### src/rtl/baud_timing_gen.sv
// baud_timing_gen: programmable, oversampling baud timing generator.
// Produces SampleTick at OVERSAMPLE x baud, BaudTick once per bit and a
// 50%-duty baud-rate Clk from a fractional (integer + 2^-FRAC_WIDTH) divisor
// that can be reloaded at runtime. New divisors only take effect on a bit
// boundary while running, so a bit period is never split between two rates.
module baud_timing_gen #(
    parameter int SYSCLK_RATE = 100000000,
    parameter int BAUD_RATE   = 9600,
    parameter int OVERSAMPLE  = 16,
    parameter int DIV_WIDTH   = 16,
    parameter int FRAC_WIDTH  = 4
) (
    input  logic                  SysClk,
    input  logic                  Rst,
    input  logic                  En,
    input  logic [DIV_WIDTH-1:0]  DivInt,
    input  logic [FRAC_WIDTH-1:0] DivFrac,
    input  logic                  DivLoad,
    output logic                  SampleTick,
    output logic                  BaudTick,
    output logic                  Clk,
    output logic                  CfgErr
);

    // One extra counter bit so DivInt+1 fits even at the maximum DivInt.
    localparam int CNT_W = DIV_WIDTH + 1;
    localparam int OS_W  = $clog2(OVERSAMPLE);

    // Power-up divisor in 2^-FRAC_WIDTH units, split into integer/fraction.
    localparam longint unsigned RST_DIV =
        (longint'(SYSCLK_RATE) << FRAC_WIDTH) / (longint'(BAUD_RATE) * longint'(OVERSAMPLE));
    localparam logic [DIV_WIDTH-1:0]  RST_INT  = DIV_WIDTH'(RST_DIV >> FRAC_WIDTH);
    localparam logic [FRAC_WIDTH-1:0] RST_FRAC = FRAC_WIDTH'(RST_DIV);

    localparam logic [OS_W-1:0] OS_LAST = OS_W'(OVERSAMPLE - 1);
    localparam logic [OS_W-1:0] OS_HALF = OS_W'(OVERSAMPLE / 2);

    typedef enum logic {
        IDLE = 1'b0,
        RUN  = 1'b1
    } state_t;

    state_t state_q, state_d;

    logic [DIV_WIDTH-1:0]  shadow_int, active_int;
    logic [FRAC_WIDTH-1:0] shadow_frac, active_frac;
    logic                  pending;
    logic [CNT_W-1:0]      period_cnt;
    logic [FRAC_WIDTH-1:0] acc;
    logic [OS_W-1:0]       os_cnt;

    logic                  load_ok;
    logic                  period_end;
    logic                  os_wrap;
    logic                  copy_now;
    logic                  carry;
    logic [FRAC_WIDTH-1:0] acc_sum;
    logic [OS_W-1:0]       os_next;
    logic [CNT_W-1:0]      reload_cur;
    logic [CNT_W-1:0]      reload_new;

    // Next-state logic and the per-period arithmetic shared by the datapath.
    always_comb begin
        // NOTE: every signal gets a default first so no path can infer a latch.
        state_d    = state_q;
        period_end = 1'b0;
        load_ok    = DivLoad && (DivInt >= DIV_WIDTH'(2));
        {carry, acc_sum} = {1'b0, acc} + {1'b0, active_frac};

        unique case (state_q)
            IDLE: begin
                if (En) state_d = RUN;
            end
            RUN: begin
                if (!En) state_d = IDLE;
                period_end = (period_cnt == '0);
            end
            default: state_d = IDLE;
        endcase

        os_wrap    = period_end && (os_cnt == OS_LAST);
        os_next    = os_wrap ? '0 : os_cnt + OS_W'(1);
        copy_now   = os_wrap && pending;
        // Carry out of the accumulator stretches the next period by one cycle.
        reload_cur = {1'b0, active_int} + CNT_W'(carry) - CNT_W'(1);
        // A freshly copied divisor starts with an integer-only period.
        reload_new = {1'b0, shadow_int} - CNT_W'(1);
    end

    // State register.
    always_ff @(posedge SysClk or negedge Rst) begin
        // NOTE: clocked state uses non-blocking assignments so every flop samples pre-edge values.
        if (!Rst) state_q <= IDLE;
        else      state_q <= state_d;
    end

    // Shadow/active divisor registers, pending-update flag and sticky config error.
    always_ff @(posedge SysClk or negedge Rst) begin
        if (!Rst) begin
            // NOTE: the divisor resets to the computed default rate, not to zero, so En alone starts a usable baud.
            shadow_int  <= RST_INT;
            shadow_frac <= RST_FRAC;
            active_int  <= RST_INT;
            active_frac <= RST_FRAC;
            pending     <= 1'b0;
            CfgErr      <= 1'b0;
        end else begin
            if (DivLoad) begin
                CfgErr <= ~load_ok;
                if (load_ok) begin
                    shadow_int  <= DivInt;
                    shadow_frac <= DivFrac;
                end
            end
            if (state_q == IDLE || copy_now) begin
                active_int  <= shadow_int;
                active_frac <= shadow_frac;
            end
            if (load_ok)                          pending <= 1'b1;
            else if (state_q == IDLE || copy_now) pending <= 1'b0;
        end
    end

    // Period counter, fractional accumulator, oversample counter and registered outputs.
    always_ff @(posedge SysClk or negedge Rst) begin
        if (!Rst) begin
            period_cnt <= '0;
            acc        <= '0;
            os_cnt     <= '0;
            SampleTick <= 1'b0;
            BaudTick   <= 1'b0;
            Clk        <= 1'b0;
        end else if (state_d == IDLE) begin
            period_cnt <= '0;
            acc        <= '0;
            os_cnt     <= '0;
            SampleTick <= 1'b0;
            BaudTick   <= 1'b0;
            Clk        <= 1'b0;
        end else if (state_q == IDLE) begin
            period_cnt <= reload_new;
            acc        <= '0;
            os_cnt     <= '0;
            SampleTick <= 1'b0;
            BaudTick   <= 1'b0;
            Clk        <= 1'b0;
        end else if (period_end) begin
            SampleTick <= 1'b1;
            BaudTick   <= os_wrap;
            os_cnt     <= os_next;
            if (os_wrap)                 Clk <= 1'b1;
            else if (os_next == OS_HALF) Clk <= 1'b0;
            if (copy_now) begin
                period_cnt <= reload_new;
                acc        <= '0;
            end else begin
                period_cnt <= reload_cur;
                acc        <= acc_sum;
            end
        end else begin
            SampleTick <= 1'b0;
            BaudTick   <= 1'b0;
            period_cnt <= period_cnt - CNT_W'(1);
        end
    end

endmodule

### config.mk
export PLATFORM = sky130hd
export DESIGN_NAME = baud_timing_gen
export DESIGN_NICKNAME = d
export VERILOG_FILES = /design/src/rtl/baud_timing_gen.sv
export SDC_FILE = /design/constraint.sdc
export NUM_CORES = 1
export LEC_CHECK = 0
export ABC_AREA = 1
export CORE_UTILIZATION = 45
export DETAILED_ROUTE_END_ITERATION = 10
export PLACE_DENSITY = 0.66
export SYNTH_ARGS = -nofsm -noshare
export SYNTH_HDL_FRONTEND = slang
export SYNTH_SLANG_ARGS = --single-unit
### constraint.sdc
create_clock -name SysClk -period 2.7 [get_ports SysClk]
set_clock_uncertainty 0.2 [all_clocks]
set_input_delay 0.54 -clock SysClk [delete_from_list [all_inputs] [get_ports SysClk]]
set_output_delay 0.54 -clock SysClk [all_outputs]
set_load 0.02 [all_outputs]
==> results of run 1 <==
-- state kept, by name (all words and copies together), names as in the netlist --
name and count:
shadow_frac 4, CfgErr 1, BaudTick 1, state_q 1, shadow_int 16, SampleTick 1, os_cnt 4, active_frac 4
period_cnt 17, Clk 1, active_int 16, pending 1, acc 4
-- per-layer routing --
layer / track usage / wire length, um / vias up
met2: 0.333 / 4430 / 91
li1: - / - / 1910
met3: 0.0286 / 388 / 19
met1: 0.299 / 4660 / 1684
met5: 0 / 0 / -
met4: 0.0848 / 162 / 0
-- layout make-up --
class,instances,area [um2],share of cell area
timing repair buffer,36,348,0.0702
clock buffer,10,128,0.0258
tap,129,161,0.0326
clock inverter,6,38.8,0.00783
inverter,51,195,0.0394
multi-input combinational,436,2290,0.463
sequential,71,1790,0.361
-- what timing repair did --
action                                  in CTS  in global routing
hold buffers                                 1                  0
hold endpoints to repair                    20                  0
buffers inserted                             0                  1
endpoints found under the setup margin       6                 14
resized for setup                            2                 17
-- cell families (layout without fill, tap and decap cells) --
| logic type | Yosys count | in the layout |
|---|---|---|
| mux | 5 | 5 |
| flops | 71 | 71 |
| fa+ha+maj | 11 | 11 |
| buf+inv | 66 | 103 |
| compound gates | 84 | 84 |
| simple gates | 311 | 311 |
| xor+xnor | 25 | 25 |
-- worst min path at each step --
stage	end	startpoint	cells after the start	slack, ns
global placement	shadow_frac[3]	shadow_frac[3]	2	0.27
finish	active_int[1]	shadow_int[1]	2	0.28
detailed placement	shadow_frac[1]	shadow_frac[1]	2	0.27
floorplan	BaudTick	Rst	0	0.04
global route	active_int[1]	shadow_int[1]	2	0.30
CTS	active_int[1]	shadow_int[1]	2	0.29
-- power breakdown --
part	switching [uW]	internal [uW]	total, uW	leakage [uW]
Clock	411	330	741	0.0000820
Sequential	89.1	1170	1260	0.000880
Combinational	361	229	590	0.00135
-- stage by stage --
| step | setup WS [ns] | hold WS (ns) | area (um2) |
|---|---|---|---|
| 6_report | 0.185 | 0.282 | 4950 |
| 5_1_grt | 0.00929 | 0.296 | 4950 |
| 4_1_cts | 0.0145 | 0.285 | 4890 |
| 3_5_place_dp | -0.0180 | 0.271 | 4710 |
| 3_3_place_gp | 0.0710 | 0.269 | 4710 |
| 2_1_floorplan | 0.168 | 0.0444 | 4310 |
-- worst max-delay path: cells and delay by family, from the launching register on --
kind | cells | cell delay (ns)
AND/OR/NAND/NOR | 7 | 0.73
adder cells (fa/ha/maj) | 3 | 0.57
AO/OA/AOI/OAI | 3 | 0.47
flip-flops | 1 | 0.38
buffers and inverters | 2 | 0.09
-- layout by cell type, fill, tap and decap left out, types with 10 or more instances in the layout --
cell type / instances
a21oi_1: 21
clkdlybuf4s50_1: 26
dfrtp_1: 61
dfstp_2: 10
inv_1: 47
nand2_1: 178
nand3_1: 36
nor2_1: 55
o21ai_0: 51
xnor2_1: 10
xor2_1: 15
==> results.md, run 1 <==
- Status: complete, no violations
- CP max stage delay: 0.38 ns
- Net count, final: 640
- # setup viols final: 0
- Worst vdd ir: 0.000294 V
- Worst Reg-to-Reg Cells: 15
- Xor-xnor portion of the synthesized cell area: 0.0509
- Via density: 5.01
- Tot Pwr: 2590 uW
- Max-slew violation count: 0
- Largest net degree at the start of global routing: 52
- Vias after detailed routing: 3704
- Most used DFF post-synth: dfrtp_1
- Total GRT Usage: 0.212
- Final Critical Period: 2.51 ns
- Initial DRC Count: 187
- Layout cell share with drive strength beyond 1: 0.118
- Leak: 0.00231 uW
- Final HPWL from detailed placement: 7470 um
- RSZ-0062 raised after global routing: false
- Post-synth top area share: 0.355
- Area grow syn2layout: 15.1%
- Die area: 9960 um2
- Crit share post-route: 0.931
- # fillers: 903
- Max-capacitance violation count: 0
- Pwr/cell area: 523 nW/um2
- GR Overflow Total: 0
- Post-synth EDFFs: 0
- Clock sink total: 71
- Initial antenna violation count: 0
- Cells after Synth: 573
- # port buffers: 27
- Die Ht: 99.8 um
- Wire length per cell: 13.0 um
- Distinct cells, synth: 40
- Global-route wire length before repair: 16500 um
- Commonest cells in the netlist: nand2_1 (181), dfrtp_1 (61), nor2_1 (58)
- Critical Path End Type: flop
- Synth area leaders: dfrtp_1 (35%), nand2_1 (16%), dfstp_2 (6.1%)
- Worst setup endpoint: period_cnt[16]
- Worst path arrival time: 2.60 ns
- Syn Area/Cell: 7.51 um2
- Critical-path top delay cell: dfrtp_1
- Setup Crit Path Kind: flop to flop
- Mux contribution to synthesized area: 0.0131
- Fin cells: 739
- Capturing point of the worst reg2reg path: period_cnt[16]
- Fmax: 398 MHz
- Final wirelength: 9640 um
- Crit start category: flop
- Ports: 28
- H-tree Lvls: 3
- Placed Cells: 721
- HP Class: flop to flop
- Initial Util: 0.466
- Total core area: 9240 um2
- Worst slew margin: 0.549
- Worst-skew pair later-pin latency: 0.35 ns
- Root Driver: clkbuf_8
- Ys async rst share: 1.00
- Critical Path RT: 2.78 ns
- Clk buf depth: 2
- Worst Tran Pin Value: 0.676 ns
- Vias in the first global route: 3529
- Area share of fa/ha/maj cells after synthesis: 0.0337
- R2r startpoint: active_frac[0]
- Hold Vio Cnt, Final: 0
- Setup_tns: 0 ns
- Antenna-violating nets left: 0
- Synth Area in Compound Gates: 0.105
- Sequential area share after synthesis: 0.416
- Max FO, Critical Path: 7
- Cell type with the highest aggregate area in the netlist: dfrtp_1
- Yosys reg bits: 71
- Synth Area in Simple Gates: 0.316
- Reg2Reg Setup Slack: 0.19 ns
- Rows: 35
- Largest family of logic cells by synthesized area: simple AND/OR/NAND/NOR gates
- Gp weighted congestion: 0.881
- Post-Syn Nets: 608
- Reg clk slew, reported paths: 0.07 ns
- Diode count: 0
- Warnings, synthesis: 0
- DRC viols: 0
- Final Util: 0.536
- Die width: 99.8 um
- Total CTS buffers: 9
- Drt pass-1 iters: 4
- Setup crit start: active_frac[0]
- Post-Syn Area: 4310 um2
- CTS tree: done
- Crit-path cells: ha_2 > inv_2 > fa_2 > or2_4 > nand2_4 > a21oi_4 > ha_2 > inv_2 > nor2_4 > nand2_4 > nor2_4 > nand2_1 > o21ai_0 > a21oi_1 > nor2_1
- Top-count cell post-synth: nand2_1
Power figures use the tool's default switching activity.
==> inputs of run 2 (changes only) <==
--- a/config.mk
+++ b/config.mk
@@ -8,7 +8,8 @@
 export ABC_AREA = 1
 export CORE_UTILIZATION = 45
 export DETAILED_ROUTE_END_ITERATION = 10
-export PLACE_DENSITY = 0.66
+export GPL_ROUTABILITY_DRIVEN = 0
+export PLACE_DENSITY = 0.63
 export SYNTH_ARGS = -nofsm -noshare
 export SYNTH_HDL_FRONTEND = slang
 export SYNTH_SLANG_ARGS = --single-unit
==> results.md, run 2 (synthesis gave the netlist of run 1 again) <==
- Status: finished with violations
- Failing checks: negative hold slack
- Design area: 4960 um2
- Worst hold slack: -0.00966 ns
- Leak: 0.00231 uW
- Initial Util: 0.466
- Area grow syn2layout: 15.1%
- Total core area: 9240 um2
- CTS tree: done
- Crit share post-route: 0.956
- Clock sink total: 71
- Vias in the first global route: 3534
- Most frequent cells in the layout: nand2_1 (178), dfrtp_1 (61), nor2_1 (55)
- Worst path arrival time: 2.65 ns
- Biggest register: period_cnt
- Reg clk slew, reported paths: 0.09 ns
- Total CTS buffers: 9
- Setup Fix Bufs, Post-CTS: 0
- Via density: 5.07
- Wire length per cell: 13.4 um
- Cts hold-fix bufs: 0
- Final HPWL from detailed placement: 7600 um
- Number of flip-flops in the largest register: 17
- Drt pass-1 iters: 5
- Antenna-violating nets left: 0
- Die Ht: 99.8 um
- Clk buf depth: 2
- HP Class: input port to async pin
- Rows: 35
- Worst slew margin: 0.541
- # fillers: 912
- # setup viols final: 0
- Pre-CTS setup slack: 0.00146 ns
- GR Overflow Total: 0
- Final wirelength: 9900 um
- Layout cell share with drive strength beyond 1: 0.118
- Most common cell after layout, fill and taps aside: nand2_1
- RSZ-0062 raised after global routing: true
- Root Driver: clkbuf_8
- Die width: 99.8 um
- Final Critical Period: 2.58 ns
- # port buffers: 27
- DRC viols: 0
- Pwr/cell area: 547 nW/um2
- Initial antenna violation count: 0
- Reg area: 1790 um2
- Die area: 9960 um2
- Ports: 28
- Worst Tran Pin Value: 0.688 ns
- Worst-skew pair later-pin latency: 0.35 ns
- Largest regs: period_cnt: 17 flops, active_int: 16 flops, shadow_int: 16 flops
- H-tree Lvls: 3
- Max FO, Critical Path: 7
- Setup Crit Path Kind: flop to flop
- Global-route wire length before repair: 16800 um
- Max-capacitance violation count: 0
- Crit start category: flop
- Initial DRC Count: 218
- Diode count: 0
- Fmax: 387 MHz
- Max-slew violation count: 0
- Worst vdd ir: 0.000346 V
- Reg2Reg Setup Slack: 0.12 ns
- Multi-input gate area: 2270 um2
- Critical Path RT: 2.77 ns
- Net count, final: 640
- Total GRT Usage: 0.215
- Vias after detailed routing: 3746
- Post-DP Area: 4720 um2
- Hold Vio Cnt, Final: 4
- Critical Path End Type: flop
- Setup ws final: 0.118 ns
- Largest net degree at the start of global routing: 30
[run 2: cell types whose count changed in the layout (fill, tap and decap cells not counted), sizes merged]
cell         delta
bufinv          +1
inv             +1
buf             +1
clkinv          -3
dlygate4sd3     -1
clkinvlp        +1
[run 2: repair_timing]
item,in CTS,in global routing
pin swaps,0,3
gates resized for setup,1,14
endpoints found under the setup margin,2,13
[run 2: area by class of cell]
| cell class | count | area share |
|---|---|---|
| Clock inverter | 6 | 0.0141 |
| Timing Repair Buffer | 36 | 0.0697 |
| Inverter | 51 | 0.0394 |
| Multi-Input combinational cell | 436 | 0.457 |
| Tap cell | 129 | 0.0326 |
| Sequential cell | 71 | 0.361 |
| Clock buffer | 10 | 0.0258 |
[run 2: per-stage QoR]
step	TNS, ns	total power (uW)	utilization	instances
finish	0	2710	0.536	739
global route	-0.0680	2860	0.536	739
CTS	0	2720	0.533	739
detailed placement	0	1850	0.511	723
global placement	0	1840	0.511	723
floorplan	0	1660	-	573
[run 2: per-layer routing]
layer  track usage  wire length (um)  part of all wire
met5             0                 0                 0
met4        0.0826               166             0.017
met3        0.0258               353             0.036
met2         0.336              4530              0.46
met1         0.306              4860              0.49
[run 2: power by group]
part	switching, uW	internal [uW]
Clock	431	432
Sequential	90.0	1170
Combinational	362	228
Total	883	1830
[run 2: final timing paths]
kind,endpoint,depth (start not counted),from
min in group SysClk,active_int[0],2,shadow_int[0]
worst max register to register,period_cnt[14],17,acc[0]
max in group asynchronous,shadow_int[7],2,Rst
worst max-delay path,period_cnt[14],17,acc[0]
worst min register to register,active_int[0],2,shadow_int[0]
worst min-delay path,BaudTick,1,Rst
[run 2: critical path: stages (launching register included)]
cell and delay (ns):
dfrtp_1 0.39, ha_2 0.20, inv_2 0.05, fa_2 0.19, or2_4 0.12, nand2_2 0.04, a21oi_2 0.14, ha_2 0.19
inv_2 0.03, nor2_2 0.11, nand2_2 0.12, nor2_4 0.19, nand3_1 0.13, nand2_1 0.09, nand2_1 0.05, nand3_1 0.09
nand2_1 0.05, a21oi_1 0.12
